## config.mk

```make
export PLATFORM = sky130hd
export DESIGN_NAME = uart_tx_arbiter
export DESIGN_NICKNAME = d
export VERILOG_FILES = /design/src/rtl/uart_pkg.sv /design/src/rtl/rr_pick.sv /design/src/rtl/uart_tx_arbiter.sv
export SDC_FILE = /design/constraint.sdc
export NUM_CORES = 1
export LEC_CHECK = 0
export ABC_AREA = 0
export BUFFER_PORTS_ARGS = -buffer_cell sky130_fd_sc_hd__buf_2
export CAP_MARGIN = 30
export CORE_MARGIN = 5
export CORE_UTILIZATION = 30
export CTS_BUF_LIST = sky130_fd_sc_hd__clkbuf_4 sky130_fd_sc_hd__clkbuf_8 sky130_fd_sc_hd__clkbuf_16
export DETAILED_ROUTE_END_ITERATION = 12
export REMOVE_ABC_BUFFERS = 1
export SYNTH_ARGS = -nofsm -noshare
export SYNTH_HDL_FRONTEND = slang
export SYNTH_SLANG_ARGS = --single-unit
```

## constraint.sdc

```tcl
create_clock -name clk -period 9.1 [get_ports clk]
set_input_delay 0.91 -clock clk [delete_from_list [all_inputs] [get_ports clk]]
set_output_delay 0.91 -clock clk [all_outputs]
set_load 0.01 [all_outputs]
```

## src/rtl/uart_pkg.sv

```systemverilog
// Shared state encoding and header constants for the UART TX byte-stream arbiter.
package uart_pkg;

   typedef enum logic [1:0] {
      ST_IDLE   = 2'd0,
      ST_HEADER = 2'd1,
      ST_DATA   = 2'd2
   } arb_state_e;

   localparam logic [3:0] HDR_TAG = 4'hA;

   // Header byte: tag in the high nibble, owning requester index in the low nibble.
   function automatic logic [7:0] hdr_byte(input logic [3:0] owner_idx);
      return {HDR_TAG, owner_idx};
   endfunction

endpackage

```

## src/rtl/rr_pick.sv

```systemverilog
// Combinational round-robin picker: first set request searching upward (with wrap)
// from the slot after i_last_owner.
module rr_pick #(
   parameter int NUM_REQ = 4,
   parameter int IDX_W   = 2
) (
   input  logic [NUM_REQ-1:0] i_req,
   input  logic [IDX_W-1:0]   i_last_owner,
   output logic               o_any,
   output logic [NUM_REQ-1:0] o_onehot,
   output logic [IDX_W-1:0]   o_idx
);

   int w_dist;
   int w_best_dist;

   // Rank each requester by its distance past last_owner; the smallest distance wins.
   always_comb begin
      o_any       = 1'b0;
      o_onehot    = '0;
      o_idx       = '0;
      w_dist      = 0;
      w_best_dist = NUM_REQ;
      for (int j = 0; j < NUM_REQ; j++) begin
         if (j > int'(i_last_owner)) begin
            w_dist = j - int'(i_last_owner) - 1;
         end else begin
            w_dist = j + NUM_REQ - int'(i_last_owner) - 1;
         end
         if (i_req[j] && (w_dist < w_best_dist)) begin
            w_best_dist = w_dist;
            o_any       = 1'b1;
            o_onehot    = '0;
            o_onehot[j] = 1'b1;
            o_idx       = IDX_W'(j);
         end
      end
   end

endmodule

```

## src/rtl/uart_tx_arbiter.sv

```systemverilog
// Packet arbiter: grants one byte-stream requester at a time, optionally prefixes a
// requester-ID header, and streams its bytes into the TX data FIFO.
module uart_tx_arbiter
   import uart_pkg::*;
#(
   parameter int NUM_REQ = 4,
   parameter int MAX_PKT = 16,
   parameter int HDR_EN  = 1
) (
   input  logic                 clk,
   input  logic                 rst,
   input  logic [NUM_REQ-1:0]   req_valid,
   input  logic [NUM_REQ*8-1:0] req_data,
   input  logic [NUM_REQ-1:0]   req_last,
   output logic [NUM_REQ-1:0]   req_ready,
   input  logic                 fifo_full,
   output logic                 fifo_wr,
   output logic [7:0]           fifo_data,
   output logic [NUM_REQ-1:0]   grant,
   output logic                 busy,
   output logic                 trunc_err,
   output logic [1:0]           dbg_state
);

   localparam int IDX_W = (NUM_REQ > 1) ? $clog2(NUM_REQ) : 1;

   // Handshake: a requester byte moves when req_valid[i] && req_ready[i] at a rising
   // edge. req_ready never depends on req_valid; it is only the owner's bit, in DATA,
   // when the FIFO has room. fifo_wr is a one-cycle strobe qualified by !fifo_full.

   arb_state_e           r_state;
   arb_state_e           w_state_nxt;
   logic [NUM_REQ-1:0]   r_grant;
   logic [IDX_W-1:0]     r_owner;
   logic [IDX_W-1:0]     r_last_owner;
   logic [7:0]           r_count;
   logic                 r_trunc_err;

   logic                 w_any;
   logic [NUM_REQ-1:0]   w_pick_oh;
   logic [IDX_W-1:0]     w_pick_idx;
   logic                 w_own_valid;
   logic                 w_own_last;
   logic [7:0]           w_own_data;
   logic [7:0]           w_cnt_inc;
   logic                 w_accept;
   logic                 w_end_last;
   logic                 w_end_trunc;
   logic                 w_fifo_wr;
   logic [7:0]           w_fifo_data;
   logic [NUM_REQ-1:0]   w_ready;

   rr_pick #(
      .NUM_REQ (NUM_REQ),
      .IDX_W   (IDX_W)
   ) u_rr_pick (
      .i_req        (req_valid),
      .i_last_owner (r_last_owner),
      .o_any        (w_any),
      .o_onehot     (w_pick_oh),
      .o_idx        (w_pick_idx)
   );

   // The registered one-hot grant doubles as the owner select for the byte mux.
   always_comb begin
      w_own_data = '0;
      for (int j = 0; j < NUM_REQ; j++) begin
         w_own_data = w_own_data | (req_data[j*8 +: 8] & {8{r_grant[j]}});
      end
   end

   assign w_own_valid = |(req_valid & r_grant);
   assign w_own_last  = |(req_last & r_grant);
   assign w_cnt_inc   = r_count + 8'd1;

   always_ff @(posedge clk or negedge rst) begin
      if (!rst) begin
         r_state <= ST_IDLE;
      end else begin
         r_state <= w_state_nxt;
      end
   end

   always_comb begin
      w_state_nxt = r_state;
      w_fifo_wr   = 1'b0;
      w_fifo_data = '0;
      w_ready     = '0;
      w_accept    = 1'b0;
      w_end_last  = 1'b0;
      w_end_trunc = 1'b0;
      case (r_state)
         ST_IDLE: begin
            if (w_any) begin
               w_state_nxt = (HDR_EN != 0) ? ST_HEADER : ST_DATA;
            end
         end
         ST_HEADER: begin
            w_fifo_wr   = !fifo_full;
            w_fifo_data = hdr_byte(4'(r_owner));
            if (!fifo_full) begin
               w_state_nxt = ST_DATA;
            end
         end
         ST_DATA: begin
            w_ready     = r_grant & {NUM_REQ{!fifo_full}};
            w_accept    = w_own_valid && !fifo_full;
            w_fifo_wr   = w_accept;
            w_fifo_data = w_own_data;
            if (w_accept) begin
               // A last flag on the MAX_PKT-th byte is a clean end, not a truncation.
               if (w_own_last) begin
                  w_end_last = 1'b1;
               end else if (w_cnt_inc == 8'(MAX_PKT)) begin
                  w_end_trunc = 1'b1;
               end
            end
            if (w_end_last || w_end_trunc) begin
               w_state_nxt = ST_IDLE;
            end
         end
         default: begin
            w_state_nxt = ST_IDLE;
         end
      endcase
   end

   always_ff @(posedge clk or negedge rst) begin
      if (!rst) begin
         r_grant      <= '0;
         r_owner      <= '0;
         r_last_owner <= IDX_W'(NUM_REQ - 1);
         r_count      <= '0;
         r_trunc_err  <= 1'b0;
      end else begin
         r_trunc_err <= w_end_trunc;
         if ((r_state == ST_IDLE) && w_any) begin
            r_grant <= w_pick_oh;
            r_owner <= w_pick_idx;
            r_count <= '0;
         end else if (w_accept) begin
            r_count <= w_cnt_inc;
         end
         if (w_end_last || w_end_trunc) begin
            r_grant      <= '0;
            r_last_owner <= r_owner;
         end
      end
   end

   assign req_ready = w_ready;
   assign fifo_wr   = w_fifo_wr;
   assign fifo_data = w_fifo_data;
   assign grant     = r_grant;
   assign busy      = (r_state != ST_IDLE);
   assign trunc_err = r_trunc_err;
   assign dbg_state = r_state;

endmodule

```

== Word-level counts from Yosys, hierarchy flattened ==
Cells that the tools add are included.
Cells by class
  reduce and logical (&&, ||, !) cells: 16
  bitwise logic cells: 10
  add/subtract/negate cells: 15
  divide/modulo/power cells: 0
  $mul: 0
  $lt $le $gt $ge: 7
  equality and inequality tests: 6
  multiplexer cells: 38
  shift operators: 0
Operators by type and width (number)
  32-bit by 2-bit subtractor with 32-bit output (second input constant): 7
  32-bit two-way mux: 6
  32-bit less-than comparator: 3
  8-bit AND: 4
  32-bit by 4-bit less-than comparator with 1-bit output (second input constant): 1
  8-bit bitwise OR: 3
  1-bit two-way mux: 16
  4-bit two-way mux: 4
  8-bit two-way mux: 2
  8-bit one-hot mux with 2 select lines: 1
  3-bit by 2-bit subtractor with 4-bit output (first input constant): 4
  4-bit AND: 3
  2-bit two-way mux: 6
  8-bit by 1-bit adder with 8-bit output (second input constant): 1
  8-bit by 5-bit == test with 1-bit output (second input constant): 1
  4-bit OR reduction: 2
  1-bit logical AND: 6
  2-bit inequality test (second input constant): 3
  2-bit one-hot mux with 3 select lines: 1
  2-bit nonzero test: 3
  2-bit by 2-bit subtractor with 3-bit output (first input constant): 2
  2-bit greater-than comparator (first input constant): 2
  3-bit two-way mux: 1
  3-bit AND reduction: 1
  8 further kinds: 9
Storage, ports and cells
  bits in writable memories: 0
  register bits: 19
  memories: 0
  bits in read-only memories: 0
  output and inout port bits: 21
  input port bits: 43
  latch bits: 0

== Depth between registers and ports, before layout ==
Gate-level depths: netlist of the first run.
  depth after elaboration: 17
  depth in mapped cells: 32
  gate-level depth less buffers: 30

== Hierarchy ==
Synthesis of the first run repeated with hierarchy kept, for this count alone.
Second synthesis, totals
  cell total of the unflattened synthesis: 262
  area total of the unflattened synthesis: 2180.8 um^2
Modules (own cells, without submodules)
  uart_tx_arbiter: area an instance 1422.6 um^2, cells each 162, times used 1
  rr_pick: area an instance 758.2 um^2, cells each 100, times used 1

== Worst setup path before layout of the first run ==
OpenSTA, ideal clock, no wires.
  path kind: reg-to-reg
  start point: reg r_last_owner[0]
  end point: reg r_owner[0]
  clock period less this slack: 6.575 ns
  stages on the path, launching flop included: 31
  required time: 8.975 ns
  arrival: 6.450 ns
  buffers on the path: 3
  path slack: 2.525 ns
  cell sequence: dfstp_2 inv_1 ha_1 inv_1 ha_1 inv_1 o211a_1 ha_1 nor4_1 nor2_1 a311oi_2 o211a_1 buf_4 clkbuf_1 mux2_2 ha_1 a211oi_1 a21oi_1 nor2_1 o21ai_0 nor2_2 buf_6 mux2_2 ha_1 o21ai_0 nand2_1 a31oi_1 nor3b_1 a21o_2 o31ai_4 mux2_4
Between the ends
  cells in the longest elaborated chain, start to end: 15
  elaborated cells on any way between the ends: 39
Ends and longest elaborated chain
  from (decl): line uart_tx_arbiter.sv:35  | logic [IDX_W-1:0] r_last_owner;
  from (signal assigned): line uart_tx_arbiter.sv:132  | r_last_owner <= IDX_W'(NUM_REQ - 1);
  from (signal assigned): line uart_tx_arbiter.sv:146  | r_last_owner <= r_owner;
  3-bit by 2-bit subtractor with 4-bit output: line rr_pick.sv:28  | w_dist = j + NUM_REQ - int'(i_last_owner) - 1;
  32-bit by 2-bit subtractor with 32-bit output: line rr_pick.sv:28
  32-bit by 4-bit less-than comparator with 1-bit output: line rr_pick.sv:30  | if (i_req[j] && (w_dist < w_best_dist)) begin
  1-bit logical AND: line rr_pick.sv:30
  32-bit two-way mux: line rr_pick.sv:30
  32-bit less-than comparator: line rr_pick.sv:30
  1-bit logical AND: line rr_pick.sv:30
  32-bit two-way mux: line rr_pick.sv:30
  32-bit less-than comparator: line rr_pick.sv:30
  1-bit logical AND: line rr_pick.sv:30
  32-bit two-way mux: line rr_pick.sv:30
  32-bit less-than comparator: line rr_pick.sv:30
  1-bit logical AND: line rr_pick.sv:30
  1-bit two-way mux: line rr_pick.sv:30
  1-bit logical AND: line uart_tx_arbiter.sv:137  | if ((r_state == ST_IDLE) && w_any) begin
  to (signal assigned): line uart_tx_arbiter.sv:139  | r_owner <= w_pick_idx;
  to (decl): line uart_tx_arbiter.sv:34  | logic [IDX_W-1:0] r_owner;
Several ways; a longest one is shown, not always the timed one.
A chain may end at the register's enable or synchronous reset.

== Worst setup path after layout of the first run ==
Ends and elaborated chain as after synthesis.

==> results of run 1 <==
power breakdown:
part / switching, uW / internal, uW
logic: 413 / 307
registers: 58.1 / 112
clock network: 29.6 / 30.5
total: 500 / 450
worst min-delay path: cells and delay by family, from the launching register on:
kind | cells | cell delay (ns)
AO/OA/AOI/OAI | 1 | 0.06
flip-flops | 1 | 0.37
AND/OR/NAND/NOR | 1 | 0.05
final timing paths:
check | endpoint | cells after the start | slack [ns]
max in group asynchronous | r_last_owner[0]$_DFFE_PN1P_ | 1 | 8.18
setup reg to reg | r_owner[0]$_DFFE_PN0N_ | 27 | 1.62
setup / recovery | r_owner[0]$_DFFE_PN0N_ | 27 | 1.62
hold / removal | r_last_owner[1]$_DFFE_PN1P_ | 2 | 0.52
hold reg to reg | r_last_owner[1]$_DFFE_PN1P_ | 2 | 0.52
min in group asynchronous | trunc_err$_DFF_PN0_ | 1 | 0.59
logic make-up after synthesis:
logic type      synth area share
xor+xnor                 0.04100
other cells             0.002929
flops                     0.1864
buf+inv                  0.04539
fa+ha+maj                 0.2099
simple gates              0.1811
compound gates            0.2762
mux                      0.05710
metal layers:
layer	part of all wire	GRT usage	wire length [um]
met1	0.45	0.1652	3123
met2	0.46	0.2334	3205
met3	0.079	0.01911	544
met4	0.0054	0.01514	37
met5	0	0	0
cell usage in the layout, fill, tap and decap left out, types with 2 or more instances in the layout:
cell,Yosys,layout
xnor2_1,2,2
ha_1,43,43
or2_2,3,3
and3_1,3,3
nor3_1,5,5
xor2_1,10,10
a22oi_1,12,12
mux2_1,2,2
and2_1,8,8
o211ai_1,2,2
nor2_1,21,21
a211oi_1,3,3
buf_2,0,63
a21o_1,3,3
conb_1,2,11
a21oi_1,22,22
o21ai_0,16,16
a22o_1,5,5
o211a_1,2,2
nand4_1,4,4
nor4_1,2,2
nand3_1,11,11
a211o_1,3,3
mux2i_1,3,3
clkbuf_8,0,3
nand2_1,25,25
a221oi_1,4,4
dfrtp_1,17,17
nor2b_1,3,3
nor3b_1,2,2
a31oi_1,4,4
a41oi_1,2,2
inv_1,18,18
nand2b_1,2,2
mux2_2,7,7
dfstp_2,2,2
flip-flops by register name (all words and copies together), names as in the netlist:
register      count
dbg_state         2
grant             4
r_count           8
r_last_owner      2
r_owner           2
trunc_err         1
per-stage QoR:
stage / cell area [um2] / hold WS [ns] / power [uW] / worst slack, ns / util
after floorplan: 2552 / 0.4754 / 694.4 / 2.476 / -
after global placement: 2999 / 0.4993 / 883.3 / 1.886 / 0.3632
after detailed placement: 2999 / 0.5053 / 884.9 / 1.681 / 0.3632
after CTS: 3045 / 0.5238 / 948.1 / 1.669 / 0.3688
after global routing: 3045 / 0.5505 / 1053 / 0.9585 / 0.3688
final: 3045 / 0.5215 / 950.1 / 1.625 / 0.3688
area by class of cell:
class                   count  share of cell area
clock buffers               3             0.01356
repair buffers             63              0.1035
inverters                  19             0.02342
well taps                 105             0.04314
flip-flops and latches     19              0.1569
clock inverters             1            0.001643
multi-input cells         269              0.6578
==> out/qor.yml, run 1 <==
status: "finished clean"
cts_htree_levels: 1
path_clk_slew_ns: 0.08
worstPathMaxFanout: 17
post-route-period-util: 0.8214
start_util: 0.3105
synth_seq_area_share: 0.1864
place_inst: 475
portBuffers: 63
drive_above_1_share: 0.2406
synth_async_sr_flop_share: 1.000
ys.flop_type: "dfrtp_1"
fin_worst_skew_ns: 0.005847
slew_violations: 0
grt_max_degree: 20
rows: 33
fin_setup_tns_ns: 0
track_usage: 0.1286
ant_nets: 0
cp.buffers_inverters: 3
via_per_inst: 5.328
synth_area_um2: 2564
grt_pass1_wl_mm: 11.10
drt_wl_total_mm: 6.911
final-seq-area_um2: 478.0
cts_tree: "yes"
io_pins: 64
synthCells: 307
clock_latency_ns: 0.26
cts_buffers: 3
die-area_um2: 10490
end_kind: "flop"
first_pass_iters: 4
crit_start: "r_last_owner[0]$_DFFE_PN1P_"
yosys-top-cells-area: "ha_1 (21%), dfrtp_1 (17%), a21oi_1 (4.3%)"
hold_path_class: "flop to flop"
netlist.area_leader.share: 0.2099
cpMostUsedCell: "ha_1"
path_delay_family: "compound AO/OA/AOI/OAI gates"
cts_root_buf: "clkbuf_8"
cts_setup_buffers: 0
slowest_delay_ns: 0.64
cp_slowest_cell: "dfstp_2"
yosysUniqueCellTypes: 62
dieHeight_um: 102.4
fmax_mhz: 133.8
min_period_ns: 7.475
synthTopCellsByCount: "ha_1 (43), nand2_1 (25), a21oi_1 (22)"
min-delay-start: "r_owner[1]$_DFFE_PN0N_"
dpl.hpwl_mm: 5.755
coreArea_um2: 8258
fillers: 875
final_hold_viol_count: 0
routabilityCongestion: 0.9229
num_antenna_cells: 0
drt_iter0_markers: 138
clock-sinks: 19
holdBufCountCts: 0
ir_drop_v: 0.00009694
overflow: 0
fin_cells: 479
clock_path_buffers: 2
crit_path_start_kind: "flop"
p_leak_uw: 0.001448
yosysMostFrequentCell: "ha_1"
die_x_um: 102.4
finalSetupViolCount: 0
drc: 0
synth_edf_count: 0
routedWlPerCell_um: 14.43
grt_pass1_vias: 2416
antenna_found_initial: 0
syn2layout_area_growth_pct: 18.79
cp.required_ns: 9.25
synth_warnings: 0
tightest_slew_ns: 0.5450
netlist.top_cell.by_area: "ha_1"
syn_avg_cell_area_um2: 8.351
crit_arrival_ns: 7.63
maxCapViolations: 0
num_vias: 2552
slew_headroom: 0.6363
grt_setup_unrepaired: "no"
path_class: "flop to flop"
nets: 461
multiInputGateArea_um2: 2003
reg2reg_from: "r_last_owner[0]$_DFFE_PN1P_"
cts.repair.resized: 0
powerDensity_nw_per_um2: 312.0
ys_ff_latch: 19
No activity file was read; power rests on OpenSTA's default activity.
==> run 2: changes to the inputs <==
==> constraint.sdc (replaced) <==
create_clock -name clk -period 7.5 [get_ports clk]
set_input_delay 0.75 -clock clk [delete_from_list [all_inputs] [get_ports clk]]
set_output_delay 0.75 -clock clk [all_outputs]
set_load 0.01 [all_outputs]
==> out/qor.yml, run 2 (same netlist as run 1, synthesis figures left out) <==
largest_reg_flops: 8  # unchanged
dpl.hpwl_mm: 5.822  # +1.2%
cp_slowest_cell: "dfstp_2"
num_vias: 2601  # +1.9%
drt_iter0_markers: 141  # +2.2%
grt_pass1_vias: 2502  # +3.6%
finalSetupViolCount: 0  # unchanged
grt_setup_unrepaired: "no"
first_pass_iters: 4  # unchanged
crit_end: "dbg_state[0]$_DFFE_PN0P_"
maxCapViolations: 0  # unchanged
cp.required_ns: 7.65  # -1.60 ns
crit_start: "r_last_owner[0]$_DFFE_PN1P_"
crit_path_start_kind: "flop"
slew_headroom: 0.6449  # +0.008611
drt_wl_total_mm: 7.129  # +3.2%
fin_worst_skew_ns: 0.002071  # -0.003777 ns
crit_arrival_ns: 7.02  # -0.61 ns
path_class: "flop to flop"
final-seq-area_um2: 478.0  # unchanged
path_delay_family: "compound AO/OA/AOI/OAI gates"
final_hold_viol_count: 0  # unchanged
drive_above_1_share: 0.2513  # +0.01068
die-area_um2: 10490  # unchanged
path_depth: 28  # +3.7%
clock_latency_ns: 0.26  # about the same
final_cell_mix: "buf_2 (63), ha_1 (43), nand2_1 (25), a21oi_1 (22), nor2_1 (21)"
powerDensity_nw_per_um2: 384.3  # +23%
reg2reg_to: "dbg_state[0]$_DFFE_PN0P_"
clock_path_buffers: 2  # unchanged
num_antenna_cells: 0  # unchanged
reg2reg_from: "r_last_owner[0]$_DFFE_PN1P_"
syn2layout_area_growth_pct: 20.35
fin_setup_tns_ns: 0  # unchanged
grt_max_degree: 20  # unchanged
final_common_cell: "buf_2"
portBuffers: 63  # unchanged
r2r_cells: 28  # +3.7%
tightest_slew_ns: 0.5271  # -0.01790 ns
rows: 33  # unchanged
hold_path_class: "input pin to async pin"
fmax_mhz: 145.4  # +8.7%
cts_buffers: 3  # unchanged
place_ws_ns: 0.3969  # -1.284 ns
worstPathMaxFanout: 17  # unchanged
end_kind: "flop"
p_leak_uw: 0.001463  # +1.0%
rrSetupSlack_ns: 0.62  # -1.00 ns
drc: 0  # unchanged
cts_tree: "yes"
post-route-period-util: 0.9168  # +0.09535
routabilityCongestion: 0.8912  # -3.4%
routedWlPerCell_um: 14.76  # +2.3%
slowest_delay_ns: 0.65  # about the same
dieHeight_um: 102.4  # unchanged
start_util: 0.3105  # unchanged
fillers: 847  # -3.2%
path_clk_slew_ns: 0.08  # about the same
ant_nets: 0  # unchanged
ir_drop_v: 0.0001054  # +8.7%
die_x_um: 102.4  # unchanged
coreArea_um2: 8258  # unchanged
status: "finished clean"
overflow: 0  # unchanged
grt_pass1_wl_mm: 11.39  # +2.7%
antenna_found_initial: 0  # unchanged
finalWorstSetupSlack_ns: 0.6242  # -1.001 ns
clock-sinks: 19  # unchanged
cts_root_buf: "clkbuf_8"
slew_violations: 0  # unchanged
top_register: "r_count"
multiInputGateArea_um2: 2011  # +0.37%
io_pins: 64  # unchanged
cp.buffers_inverters: 4  # +1
track_usage: 0.1327  # +0.004052
min_period_ns: 6.876  # -0.5992 ns
holdBufCountCts: 0  # unchanged
via_per_inst: 5.385  # +1.1%
cpMostUsedCell: "ha_1"
cts_htree_levels: 1  # unchanged
nets: 465  # +0.87%
run 2: changes by cell type in the layout (fill, tap and decap cells not counted):
cell / delta
buf_4: +4
clkbuf_4: +1
clkinv_2: -1
o211a_1: -1
o211a_4: +1
run 2: worst reg2reg max path: cells and delay by family, from the launching register on:
family	cells	cell delay, ns
buf+inv	4	0.44
flops	1	0.65
mux	2	0.68
simple gates	6	0.85
compound gates	11	2.89
fa+ha+maj	5	1.26
run 2: layer usage:
layer,part of all wire,track usage,up-vias
li1,-,-,1268
met1,0.44,0.1594,1242
met2,0.49,0.2498,83
met3,0.065,0.02116,8
met4,0.011,0.02220,0
met5,0,0,-
run 2: final cells by class:
cell class              instances  area share
clock buffers                   4     0.01582
repair buffers                 67      0.1119
flip-flops and latches         19      0.1549
well taps                     105     0.04258
multi-input cells             269      0.6517
inverters                      19     0.02311
run 2: worst min path at each step:
stage	slack [ns]	cells past startpoint	endpoint	start
6_report	0.42	1	trunc_err$_DFF_PN0_	rst
3_5_place_dp	0.52	2	r_last_owner[1]$_DFFE_PN1P_	r_owner[1]$_DFFE_PN0N_
2_1_floorplan	0.45	0	dbg_state[0]$_DFFE_PN0P_	rst
5_1_grt	0.46	1	r_count[1]$_DFFE_PN0P_	rst
4_1_cts	0.45	1	r_count[1]$_DFFE_PN0P_	rst
3_3_place_gp	0.50	2	r_last_owner[1]$_DFFE_PN1P_	r_owner[1]$_DFFE_PN0N_
run 2: timing repair:
item,4_1_cts,5_1_grt
hold endpoints to repair,0,0
setup buffers,0,2
endpoints found under the setup margin,0,16
resized for setup,0,2
run 2: through the flow:
step	hold WS (ns)	utilization	cells	total power, uW	cell area, um2
after floorplan	0.4544	-	307	842.6	2552
after global placement	0.5021	0.3650	477	1079	3014
after detailed placement	0.5206	0.3650	477	1086	3014
after CTS	0.4453	0.3709	481	1169	3063
after global routing	0.4611	0.3736	483	1312	3085
final	0.4211	0.3736	483	1186	3085
run 2: where the power goes:
group / internal, uW / switching [uW] / leakage [uW] / total (uW)
clock: 41.5 / 37.0 / 0.0000262 / 78.5
sequential: 136 / 70.4 / 0.000247 / 206
combinational: 391 / 510 / 0.00119 / 901
total: 568 / 617 / 0.00146 / 1190
